File: config.mk
export PLATFORM = sky130hd
export DESIGN_NAME = seg_mux_driver
export DESIGN_NICKNAME = d
export VERILOG_FILES = /design/src/rtl/seg_mux_driver_pkg.sv /design/src/rtl/seg_mux_driver_seg7_decode.sv /design/src/rtl/seg_mux_driver.sv
export SDC_FILE = /design/constraint.sdc
export NUM_CORES = 1
export LEC_CHECK = 0
export BUFFER_PORTS_ARGS = -buffer_cell sky130_fd_sc_hd__buf_4
export CORE_ASPECT_RATIO = 1.1
export CORE_UTILIZATION = 30
export CTS_BUF_LIST = sky130_fd_sc_hd__clkbuf_8 sky130_fd_sc_hd__clkbuf_16
export CTS_CLUSTER_SIZE = 8
export DETAILED_ROUTE_END_ITERATION = 10
export GPL_TIMING_DRIVEN = 0
export SLEW_MARGIN = 5
export SYNTH_ARGS = -nofsm -noshare
export SYNTH_HDL_FRONTEND = slang
export SYNTH_SLANG_ARGS = --single-unit
File: constraint.sdc
create_clock -name clk -period 6.4 [get_ports clk]
set_input_delay 0.32 -clock clk [delete_from_list [all_inputs] [get_ports clk]]
set_output_delay 0.32 -clock clk [all_outputs]
set_load 0.02 [all_outputs]
File: src/rtl/seg_mux_driver_pkg.sv
// Shared constants and types for the multiplexed seven-segment driver.
// Holds segment patterns, blank/dash codes, digit count and shadow type.
package seg_mux_driver_pkg;

    localparam int NUM_DIGITS = 6;

    // Segment order {a,b,c,d,e,f,g}, active-high.
    localparam logic [6:0] SEG_0     = 7'h7E;
    localparam logic [6:0] SEG_1     = 7'h30;
    localparam logic [6:0] SEG_2     = 7'h6D;
    localparam logic [6:0] SEG_3     = 7'h79;
    localparam logic [6:0] SEG_4     = 7'h33;
    localparam logic [6:0] SEG_5     = 7'h5B;
    localparam logic [6:0] SEG_6     = 7'h5F;
    localparam logic [6:0] SEG_7     = 7'h70;
    localparam logic [6:0] SEG_8     = 7'h7F;
    localparam logic [6:0] SEG_9     = 7'h7B;
    localparam logic [6:0] SEG_DASH  = 7'h01;
    localparam logic [6:0] SEG_BLANK = 7'h00;

    localparam logic [5:0] POS_OFF = 6'b111111;

    typedef struct packed {
        logic [23:0] digits;
        logic [5:0]  dp;
    } shadow_t;

endpackage

File: src/rtl/seg_mux_driver_seg7_decode.sv
// BCD nibble to seven-segment pattern; non-BCD codes show a dash.
// Ports: bcd [3:0] in, seg [6:0] out as {a,b,c,d,e,f,g}.
module seg7_decode
    import seg_mux_driver_pkg::*;
(
    input  logic [3:0] bcd,
    output logic [6:0] seg
);

    always_comb begin
        seg = SEG_DASH;
        case (bcd)
            4'd0:    seg = SEG_0;
            4'd1:    seg = SEG_1;
            4'd2:    seg = SEG_2;
            4'd3:    seg = SEG_3;
            4'd4:    seg = SEG_4;
            4'd5:    seg = SEG_5;
            4'd6:    seg = SEG_6;
            4'd7:    seg = SEG_7;
            4'd8:    seg = SEG_8;
            4'd9:    seg = SEG_9;
            default: seg = SEG_DASH;
        endcase
    end

endmodule

File: src/rtl/seg_mux_driver.sv
// Six-digit multiplexed seven-segment driver with blanking and blink.
// Ports: clk, rst (async high), digits_in/dp_mask_in/load shadow write,
//        blank_lz, blink_en levels; seg_data {a..g,dp}, seg_position (low).
module seg_mux_driver
    import seg_mux_driver_pkg::*;
#(
    parameter int REFRESH_DIV = 1000,
    parameter int BLINK_DIV   = 250000
) (
    input  logic        clk,
    input  logic        rst,
    input  logic [23:0] digits_in,
    input  logic        load,
    input  logic [5:0]  dp_mask_in,
    input  logic        blank_lz,
    input  logic        blink_en,
    output logic [7:0]  seg_data,
    output logic [5:0]  seg_position
);

    localparam int RW = $clog2(REFRESH_DIV);
    localparam int BW = $clog2(BLINK_DIV);

    shadow_t       shadow;
    logic [RW-1:0] ref_cnt;
    logic [BW-1:0] blk_cnt;
    logic [2:0]    idx;
    logic          blink_phase;
    logic          gap;
    logic          wrap;

    logic [5:0]    lz;
    logic          run;
    logic [3:0]    cur_nib;
    logic          cur_dp;
    logic [6:0]    cur_seg;
    logic          blanked;
    logic          dark;

    assign wrap = (ref_cnt == RW'(REFRESH_DIV - 1));

    always_ff @(posedge clk or posedge rst) begin
        if (rst) begin
            shadow <= '0;
        end else if (load) begin
            shadow <= '{digits: digits_in, dp: dp_mask_in};
        end
    end

    // gap forces one dark output cycle after reset and after each advance,
    // so the old digit never appears at the new position.
    always_ff @(posedge clk or posedge rst) begin
        if (rst) begin
            ref_cnt <= '0;
            idx     <= '0;
            gap     <= 1'b1;
        end else if (wrap) begin
            ref_cnt <= '0;
            idx     <= (idx == 3'(NUM_DIGITS - 1)) ? 3'd0 : idx + 3'd1;
            gap     <= 1'b1;
        end else begin
            ref_cnt <= ref_cnt + RW'(1);
            gap     <= 1'b0;
        end
    end

    always_ff @(posedge clk or posedge rst) begin
        if (rst) begin
            blk_cnt     <= '0;
            blink_phase <= 1'b0;
        end else if (blk_cnt == BW'(BLINK_DIV - 1)) begin
            blk_cnt     <= '0;
            blink_phase <= ~blink_phase;
        end else begin
            blk_cnt     <= blk_cnt + BW'(1);
        end
    end

    // lz[i]: digits i..5 and their dp bits are all zero.
    always_comb begin
        lz  = '0;
        run = 1'b1;
        for (int i = NUM_DIGITS - 1; i >= 0; i--) begin
            run   = run && (shadow.digits[4*i +: 4] == 4'd0)
                        && !shadow.dp[i];
            lz[i] = run;
        end
    end

    assign cur_nib = shadow.digits[{idx, 2'b00} +: 4];
    assign cur_dp  = shadow.dp[idx];
    assign blanked = blank_lz && (idx != 3'd0) && lz[idx];
    assign dark    = gap || (blink_en && !blink_phase) || blanked;

    seg7_decode u_dec (
        .bcd (cur_nib),
        .seg (cur_seg)
    );

    always_ff @(posedge clk or posedge rst) begin
        if (rst) begin
            seg_position <= POS_OFF;
            seg_data     <= 8'h00;
        end else if (dark) begin
            seg_position <= POS_OFF;
            seg_data     <= {SEG_BLANK, 1'b0};
        end else begin
            seg_position <= ~(6'd1 << idx);
            seg_data     <= {cur_seg, cur_dp};
        end
    end

endmodule

==> metrics.md, run 1 <==
| Metric | Value |
|---|---|
| Post-CTS Hold Buffers | 1 |
| Setup CP Type | register to register |
| Non-Filler Instances | a little over 500 |
| Final Cycle Share | 0.375 |
| Count of final max-slew check failures | 0 |
| FF-to-FF End | seg_data[6]$_DFF_PP0_ |
| Clock sink count | 77 |
| Overall Global Routing Usage | 0.129 |
| DRT iter0 DRCs | 93 |
| CP endpoint kind | register |
| Slew @ Worst Pin | 548 ps |
| Pwr/cell area | ~260 mW/mm^2 |
| Reg-to-Reg Start | idx[0]$_DFFE_PP0P_ |
| Max-slew headroom | 0.632 |
| Post CTS Setup Buffer Count | 0 |
| Synthesis-stage register bit count | 77 |
| Sequential fraction of the synthesis area | 0.535 |
| Vias/cell | between 4 and 5 |
| Post-synthesis cell count | ~300 |
| Fmax | around 0.42 GHz |
| Core area | ~0.012 sq mm |
| DR pass1 iterations | 4 |
| Die ar. | around 0.013 sq mm |
| Sequential Power Share | 0.443 |
| Outcome | finished, final reports clean |
| Clk slew on worst S/H paths | approximately 60 ps |
| Nature of the critical path startpoint | register |
| Sw Ratio | 0.227 |
| Vias in the first global route | approximately 2.5k |
| Reg2reg path depth | 7 |
| Final setup violation count | 0 |
| CTS tree | built |
| I/O pin total | 49 |
| Final min period | about 2400 ps |
| Syn Area/Cell | 12.1 sq um |
| GPL Wtd Cong | a little under 0.8 |
| Combinational power share | 0.091 |
| Util after Layout | 0.391 |
| Gr ovfl total | 0 |
| Starting Density | 0.312 |
| Hold_sp | digits_in[11] |
| FFs w/ async S/R, synth | 1.00 |
| Yosys top cell area share | 0.484 |
| Pint | ~920 uW |
| Crit Path Max Fanout | 10 |
| Clock Power Share | 0.466 |
| Design Area, Final | roughly 0.0045 sq mm |
| Final wirelength | roughly 7000 microns |
| Vias | 2,460 |
| Layout Skew | ~7.2 ps |
| Post-route ant nets | 0 |
| Hold Path Sink | shadow[17]$_DFFE_PP0P_ |
| Syn-to-layout area delta | 25.2% |
| Static Leakage | 1.92 nW |
| Fin nets | 402 |
| H-tree depth | 3 |
| Placed inst area | around 0.0042 sq mm |
| Drt drc | 0 |
| R2R Setup Slk | around 4000 ps |
| Ant diodes | 0 |
| Share of layout cells above drive strength 1 | 0.335 |
| Inserted Clock Buffers | 9 |
| Port bufs | 47 |
| Initial antenna violation count | 0 |
| Net switching power | between 200 and 300 uW |
| Syn nets | roughly 340 |
| CTS root buf | clkbuf_16 |
| WP data arrival | approximately 2700 ps |
| EDFF count, synth | 0 |
| Die H | about 120 microns |
| Fin. Hold Viols | 0 |
| Clock Tree Buf Depth | 2 |
| First-pass GRT wire length | around 13,000 microns |
| Yosys warning total | 0 |
| Max VDD drop | 0.129 mV |
| Maxcap violations | 0 |
| Synth cell types | between 50 and 60 |
| Post-cts sizing count | 0 |
| Prevailing post-synth register cell | dfrtp_1 |
| Min-Delay Path Depth | 2 |
| Setup TNS | 0 ps |
| Largest net degree at the start of global routing | between 50 and 60 |
| Clock latency on the worst-skew pair | between 300 and 400 ps |
| Critical Path RT | between 6000 and 7000 ps |
| Die X | 107 microns |
| HPWL Detailed | ~5400 microns |
| Synth area leader | dfrtp_1 |
| Synthesized area | roughly 0.0036 sq mm |
| HP Class | input port to register |
| WL/cell | around 14 microns |
| Synth top area cells | dfrtp_1, mux2_2, dfstp_2 |
| Placed instance count | slightly below 500 |
| Row Count | 41 |
| RSZ-0062 raised after global routing | false |
-- state kept, by name, summed over array words and instances, names as in the netlist --
register / count
shadow: 30
blk_cnt: 18
ref_cnt: 10
seg_data: 8
seg_position: 6
idx: 3
blink_phase: 1
gap: 1
-- cells in the mapped netlist (all sizes together) (2+ instances only) --
| master | instances |
|---|---|
| and4 | 3 |
| xnor2 | 13 |
| nor4b | 2 |
| dfrtp | 70 |
| a211oi | 2 |
| buf | 4 |
| and2 | 3 |
| nand2 | 15 |
| nor2b | 4 |
| mux4 | 5 |
| o21ai | 11 |
| a21oi | 14 |
| or2 | 2 |
| a311oi | 2 |
| nor3 | 5 |
| nand3 | 11 |
| mux2i | 5 |
| and3 | 3 |
| ha | 8 |
| xor2 | 10 |
| or4 | 3 |
| clkbuf | 6 |
| dfstp | 7 |
| o211ai | 2 |
| nand4 | 4 |
| or3 | 2 |
| a22oi | 3 |
| nor2 | 27 |
| mux2 | 33 |
| inv | 7 |
-- layout by cell type (no fill, tap or decap), types with 4 or more instances in the layout --
master / Yosys / routed
xor2_1: 10 / 10
nand2_1: 15 / 15
dfrtp_1: 70 / 70
ha_1: 8 / 8
nand3_1: 11 / 11
mux4_2: 4 / 4
clkbuf_1: 6 / 6
buf_4: 1 / 48
clkbuf_16: 0 / 9
nor3_1: 5 / 5
o21ai_0: 8 / 8
xnor2_1: 13 / 13
mux2_2: 33 / 33
nor2_1: 27 / 27
mux2i_1: 5 / 5
dfstp_2: 7 / 7
a21oi_1: 14 / 14
inv_1: 7 / 6
nor2b_1: 4 / 4
-- power by group through the flow --
stage	Sequential (mW)	Clock, mW	Combinational (mW)
3_3_place_gp	0.538	0	0.105
2_1_floorplan	0.539	0	0.0617
3_5_place_dp	0.538	0	0.109
5_1_grt	0.532	0.594	0.121
4_1_cts	0.530	0.571	0.111
6_report	0.529	0.557	0.109
-- cell families (layout without fill, tap and decap cells) --
logic type | Yosys count | in the layout | share of synthesized area
xor+xnor | 23 | 23 | 0.0557
fa+ha+maj | 8 | 8 | 0.0277
compound gates | 39 | 39 | 0.0733
buf+inv | 18 | 83 | 0.0242
mux | 43 | 43 | 0.149
flops | 77 | 77 | 0.535
simple gates | 91 | 91 | 0.135
-- routing by layer --
metal / track usage / vias to the layer above / part of all wire
met5: 0 / - / 0
met4: 0.0521 / 0 / 0.012
met3: 0.0266 / 6 / 0.031
met2: 0.203 / 48 / 0.46
met1: 0.176 / 1221 / 0.50
li1: - / 1185 / -
-- area by class of cell --
type / count / area, sq um
buffer: 10 / 57.6
clock buffer: 10 / 239
clock inverter: 6 / 92.6
fill: 1132 / 7060
inverter: 8 / 32.5
multi-input combinational: 204 / 1590
sequential: 77 / 1940
tap: 150 / 188
timing repair buffer: 49 / 390
-- worst max-delay path, cell delays in order, from the launching register on --
cell and delay [ps]:
dfrtp_1 450, buf_6 200, mux4_2 530, a22oi_1 360, ha_1 340, a31oi_1 170, o21ai_0 120, a21oi_1 160
-- stage by stage --
step | setup slack [ps] | hold WS (ps) | total power, mW
2_1_floorplan | 4120 | 424 | 0.600
3_3_place_gp | 3200 | 441 | 0.643
3_5_place_dp | 4020 | 298 | 0.648
4_1_cts | 3970 | 207 | 1.21
5_1_grt | 3780 | 205 | 1.25
6_report | 4000 | 217 | 1.19
-- worst max-delay path by stage --
stage          slack, ps                       to                from
6_report            4000    seg_data[6]$_DFF_PP0_  idx[0]$_DFFE_PP0P_
5_1_grt             3780    seg_data[2]$_DFF_PP0_  idx[0]$_DFFE_PP0P_
4_1_cts             3970    seg_data[6]$_DFF_PP0_  idx[0]$_DFFE_PP0P_
3_5_place_dp        4020    seg_data[2]$_DFF_PP0_  idx[0]$_DFFE_PP0P_
3_3_place_gp        3200    shadow[7]$_DFFE_PP0P_                 rst
2_1_floorplan       4120  blink_phase$_DFFE_PP0N_                 rst
No activity file was read; power rests on OpenSTA's default activity.
==> inputs of run 2 (changes only) <==
- clock period: 6.4 -> 1.9 ns (I/O delays scaled with it)
==> metrics.md, run 2 (synthesis results as in run 1) <==
| Metric | Value |
|---|---|
| Max reg flops | 30 (unchanged) |
| Max-slew headroom | 0.628 (-0.00440) |
| Fin nets | 449 (+12%) |
| Syn-to-layout area delta | 39.8% |
| DRT iter0 DRCs | 114 (+23%) |
| FF+latch area | 0.00194 sq mm (about the same) |
| Pwr/cell area | 782 mW/mm^2 (+200%) |
| Failing checks | negative setup slack |
| DR pass1 iterations | 4 (unchanged) |
| Clock sink count | 77 (unchanged) |
| Post-Place Setup Slack | -340 ps (-4360 ps) |
| WP data arrival | 2390 ps (-260 ps) |
| Final wirelength | 7900 microns (+9.6%) |
| Met1 WL | 3750 microns (+4.7%) |
| Gr ovfl total | 0 (unchanged) |
| Max VDD drop | 0.450 mV (+250%) |
| Fin. Hold Viols | 0 (unchanged) |
| HP Class | input port to register |
| Commonest non-fill, non-tap cell in the layout | dfrtp_1 |
| Final hold slack | 20.3 ps (-197 ps) |
| Overall Global Routing Usage | 0.140 (+0.0105) |
| Reg2reg path depth | 8 (+1) |
| Biggest regs | shadow (30), blk_cnt (18), ref_cnt (10) |
| Vias in the first global route | 2,706 (+6.5%) |
| Port bufs | 47 (unchanged) |
| Vias/cell | 4.74 (-1.0%) |
| Row Count | 41 (unchanged) |
| Core area | 0.0116 sq mm (unchanged) |
| Design Area, Final | 0.00506 sq mm (+12%) |
| Count of final max-slew check failures | 0 (unchanged) |
| Drt drc | 0 (unchanged) |
| Clock latency on the worst-skew pair | 330 ps (about the same) |
| Biggest register | shadow |
| Slew @ Worst Pin | 559 ps (+10.3 ps) |
| Met3 Wirelength | 234 microns (+3.1%) |
| Share of layout cells above drive strength 1 | 0.375 (+0.0395) |
| Met2 WL | 3740 microns (+13%) |
| CTS root buf | clkbuf_16 |
| Inserted Clock Buffers | 9 (unchanged) |
| CTS tree | built |
| Post-route ant nets | 0 (unchanged) |
| Vias | 2,657 (+8.0%) |
| Die X | 107 microns (unchanged) |
| Final min period | 2130 ps (-271 ps) |
| Fmax | 0.470 GHz (+13%) |
| Layout Skew | 6.99 ps (-0.253 ps) |
| Critical Path RT | 2160 ps (-4490 ps) |
| Crit Path Max Fanout | 6 (-4) |
| HPWL Detailed | 5400 microns (-0.11%) |
| Die ar. | 0.0125 sq mm (unchanged) |
| Worst setup margin | -226 ps (-4230 ps) |
| Most frequent cells in the layout | dfrtp_1, buf_4, mux2_2, dlygate4sd3_1, nor2_1 |
| Final Cycle Share | 1.12 (+0.745) |
| Setup CP Type | register to register |
| I/O pin total | 49 (unchanged) |
| Outcome | complete, but fails checks |
| Initial antenna violation count | 0 (unchanged) |
| First-pass GRT wire length | 13,400 microns (+6.0%) |
| Top Metal Used | met4 |
| Starting Density | 0.312 (unchanged) |
| Static Leakage | 2.14 nW (+11%) |
| H-tree depth | 3 (unchanged) |
| RSZ-0062 raised after global routing | true |
| Placed inst area | 0.00421 sq mm (+0.54%) |
| Final setup violation count | 12 (+12) |
| Area taken by multi-input logic gates | 0.00171 sq mm (+7.4%) |
| Clk slew on worst S/H paths | 60 ps (about the same) |
| Nature of the critical path startpoint | register |
| Filler Cells Inserted | 1,134 (+0.18%) |
| Maxcap violations | 0 (unchanged) |
| CP endpoint kind | register |
| Ant diodes | 0 (unchanged) |
| Min-Delay Path Depth | 2 (unchanged) |
| Clock Tree Buf Depth | 2 (unchanged) |
| Largest net degree at the start of global routing | 29 (-49%) |
| GPL Wtd Cong | 0.753 (-3.0%) |
| Die H | 117 microns (unchanged) |
| WL/cell | 14.1 microns (+0.42%) |
[run 2: cell types whose count changed in the layout (fill, tap and decap cells not counted), sizes merged]
cell         change
bufinv           -1
clkinv           +2
inv              -1
dlygate4sd3     +29
buf             +18
[run 2: final timing paths]
check,slack [ps],startpoint,endpoint
setup / recovery,-230,idx[0]$_DFFE_PP0P_,seg_data[6]$_DFF_PP0_
hold / removal,20,digits_in[22],shadow[28]$_DFFE_PP0P_
setup reg to reg,-230,idx[0]$_DFFE_PP0P_,seg_data[6]$_DFF_PP0_
hold reg to reg,450,blk_cnt[0]$_DFF_PP0_,blk_cnt[0]$_DFF_PP0_
max in group asynchronous,750,rst,gap$_DFF_PP1_
min in group asynchronous,370,rst,ref_cnt[9]$_DFF_PP0_
[run 2: layer usage]
layer / vias to the layer above / GRT usage
li1: 1288 / -
met1: 1301 / 0.183
met2: 53 / 0.222
met3: 15 / 0.0244
met4: 0 / 0.0758
met5: - / 0
[run 2: critical path: stages (launching register included)]
cell and delay (ps):
dfrtp_2 420, buf_8 140, mux4_2 520, a22oi_2 250, buf_4 180, ha_4 210, a31oi_4 120, o21ai_1 80
a21oi_1 130
[run 2: what timing repair did]
item                                    CTS  global route
pin swaps                                11             9
endpoints found under the setup margin   12            15
resized for setup                        16            11
buffers inserted                          8             8
hold buffers                             30             0
gates cloned                              1             0
hold endpoints to repair                 46             0
[run 2: final cells by class]
cell class,count,share of cell area
flip-flops and latches,77,0.383
multi-input cells,204,0.339
repair buffers,96,0.163
clock buffers,10,0.0473
well taps,150,0.0371
plain buffers,10,0.0134
clock inverters,6,0.0109
inverters,8,0.00668
[run 2: stage by stage]
step                power (mW)  setup TNS, ps  utilization  std cells
detailed placement        2.19          -2380        0.363        498
global placement          2.17          -2120        0.360        496
finish                    3.95          -1030        0.436        561
global route              4.13          -2170        0.436        561
CTS                       3.95          -1720        0.425        553
floorplan                 2.03           -308            -        299
[run 2: power by group]
| group | total [mW] | leakage (nW) | internal, mW | switching, mW |
|---|---|---|---|---|
| Sequential | 1.79 | 0.944 | 1.72 | 0.0603 |
| Combinational | 0.488 | 1.04 | 0.276 | 0.212 |
| Clock | 1.68 | 0.151 | 1.04 | 0.644 |
| Total | 3.95 | 2.14 | 3.04 | 0.916 |
==> inputs of run 3 (changes only) <==
- clock period: 1.9 -> 2.2 ns (I/O delays scaled with it)
==> metrics.md, run 3 (synthesis results as in run 1) <==
| Metric | Value |
|---|---|
| Design Area, Final | 0.00470 sq mm (-7.1%) |
| DRT iter0 DRCs | 84 (-26%) |
| Max VDD drop | 0.374 mV (-17%) |
| WP data arrival | 2380 ps (about the same) |
| Die ar. | 0.0125 sq mm (unchanged) |
| Placed instance count | 497 (-0.20%) |
| Slew @ Worst Pin | 558 ps (-0.311 ps) |
| Fmax | 0.470 GHz (about the same) |
| Pint | 2.71 mW (-11%) |
| Reg2reg path depth | 8 (unchanged) |
| Setup CP Type | register to register |
| Combinational power share | 0.099 (-0.024) |
| Inserted Clock Buffers | 9 (unchanged) |
| Crit Path Max Fanout | 8 (+2) |
| Share of layout cells above drive strength 1 | 0.366 (-0.00865) |
| Final setup violation count | 0 (-12) |
| Biggest regs | shadow (30), blk_cnt (18), ref_cnt (10) |
| Filler Cells Inserted | 1,123 (-0.97%) |
| Post-Place Setup Slack | -182 ps (+158 ps) |
| Worst setup margin | 72.4 ps (+299 ps) |
| Nature of the critical path startpoint | register |
| Placed inst area | 0.00419 sq mm (-0.53%) |
| Syn-to-layout area delta | 29.9% |
| Pwr/cell area | 746 mW/mm^2 (-4.6%) |
| Largest net degree at the start of global routing | 57 (+97%) |
| HPWL Detailed | 5400 microns (+0.11%) |
| Drt drc | 0 (unchanged) |
| Non-Filler Instances | 527 (-6.1%) |
| CTS tree | built |
| Post-route ant nets | 0 (unchanged) |
| Row Count | 41 (unchanged) |
| CTS root buf | clkbuf_16 |
| Vias in the first global route | 2,539 (-6.2%) |
| WL/cell | 13.8 microns (-1.7%) |
| Vias | 2,526 (-4.9%) |
| H-tree depth | 3 (unchanged) |
| Max reg flops | 30 (unchanged) |
| Clk slew on worst S/H paths | 60 ps (about the same) |
| Final min period | 2130 ps (+1.29 ps) |
| Maxcap violations | 0 (unchanged) |
| Clock sink count | 77 (unchanged) |
| Fin nets | 415 (-7.6%) |
| Gr ovfl total | 0 (unchanged) |
| First-pass GRT wire length | 12,700 microns (-5.1%) |
| Util after Layout | 0.405 (-0.0310) |
| Max-slew headroom | 0.625 (-0.00231) |
| Net switching power | 798 uW (-13%) |
| Static Leakage | 1.99 nW (-7.0%) |
| Vias/cell | 4.79 (+1.2%) |
| Layout Skew | 8.20 ps (+1.21 ps) |
| Clock latency on the worst-skew pair | 330 ps (about the same) |
| I/O pin total | 49 (unchanged) |
| Count of final max-slew check failures | 0 (unchanged) |
| Overall Global Routing Usage | 0.130 (-0.00964) |
| RSZ-0062 raised after global routing | false |
| Fin. Hold Viols | 0 (unchanged) |
| Critical Path RT | 2450 ps (+290 ps) |
| Starting Density | 0.312 (unchanged) |
| Final wirelength | 7300 microns (-7.6%) |
| Initial antenna violation count | 0 (unchanged) |
| Outcome | finished, final reports clean |
| Min-Delay Path Depth | 2 (unchanged) |
| Clock Tree Buf Depth | 2 (unchanged) |
| Die X | 107 microns (unchanged) |
| DR pass1 iterations | 4 (unchanged) |
| Ant diodes | 0 (unchanged) |
| HP Class | input port to register |
| Final Cycle Share | 0.967 (-0.152) |
| Commonest non-fill, non-tap cell in the layout | dfrtp_1 |
| Sequential Power Share | 0.439 (-0.012) |
| Core area | 0.0116 sq mm (unchanged) |
| CP endpoint kind | register |
| Biggest register | shadow |
| GPL Wtd Cong | 0.776 (+3.0%) |
| Sw Ratio | 0.228 (-0.00379) |
| Final Power | 3.50 mW (-11%) |
| Most frequent cells in the layout | dfrtp_1, buf_4, mux2_2, nor2_1, nand2_1 |
| Port bufs | 47 (unchanged) |
| Clock Power Share | 0.462 (+0.037) |
| FF+latch area | 0.00194 sq mm (about the same) |
| Die H | 117 microns (unchanged) |
| Area taken by multi-input logic gates | 0.00164 sq mm (-4.2%) |
run 3: power by group through the flow:
stage	Clock (mW)	Sequential (mW)	Combinational (mW)
floorplan	0	1.57	0.179
global placement	0	1.56	0.305
detailed placement	0	1.57	0.317
CTS	1.66	1.54	0.337
global route	1.73	1.55	0.381
finish	1.62	1.54	0.346
run 3: worst max-delay path, cell delays in order (launching register included):
cell and delay, ps:
dfrtp_2 380, buf_8 130, mux4_2 530, a22oi_2 260, buf_4 160, ha_4 200, a31oi_2 130, o21ai_0 110
a21oi_1 150
run 3: layout make-up:
type                            count  area share
Inverter                            8     0.00693
Clock buffer                       10      0.0509
Timing Repair Buffer               62       0.107
Buffer                             10      0.0136
Clock inverter                      6      0.0197
Multi-Input combinational cell    204       0.349
Sequential cell                    77       0.413
Tap cell                          150      0.0400
run 3: worst paths after layout:
kind | startpoint | endpoint | slack [ps]
max in group asynchronous | rst | gap$_DFF_PP1_ | 1300
min in group asynchronous | rst | blk_cnt[9]$_DFF_PP0_ | 290
worst min register to register | blk_cnt[0]$_DFF_PP0_ | blk_cnt[0]$_DFF_PP0_ | 450
worst max register to register | idx[0]$_DFFE_PP0P_ | seg_data[6]$_DFF_PP0_ | 70
worst max-delay path | idx[0]$_DFFE_PP0P_ | seg_data[6]$_DFF_PP0_ | 70
worst min-delay path | digits_in[16] | shadow[22]$_DFFE_PP0P_ | 10
run 3: routing by layer:
metal | vias up | share of wire | global-route usage
li1 | 1213 | - | -
met1 | 1253 | 0.49 | 0.177
met2 | 51 | 0.46 | 0.204
met3 | 9 | 0.041 | 0.0266
met4 | 0 | 0.014 | 0.0521
met5 | - | 0 | 0
run 3: metrics by stage:
stage | hold slack (ps) | setup TNS (ps)
floorplan | 262 | 0
global placement | 344 | -55180
detailed placement | 87.6 | -620
CTS | 0.426 | 0
global route | 1.58 | 0
finish | 10.5 | 0
run 3: repair_timing:
action / CTS / global route
hold endpoints to repair: 22 / 0
hold buffers: 7 / 0
setup buffers: 2 / 5
gates cloned: 0 / 0
resized for setup: 4 / 8
pin swaps: 1 / 3
setup endpoints to repair: 7 / 6
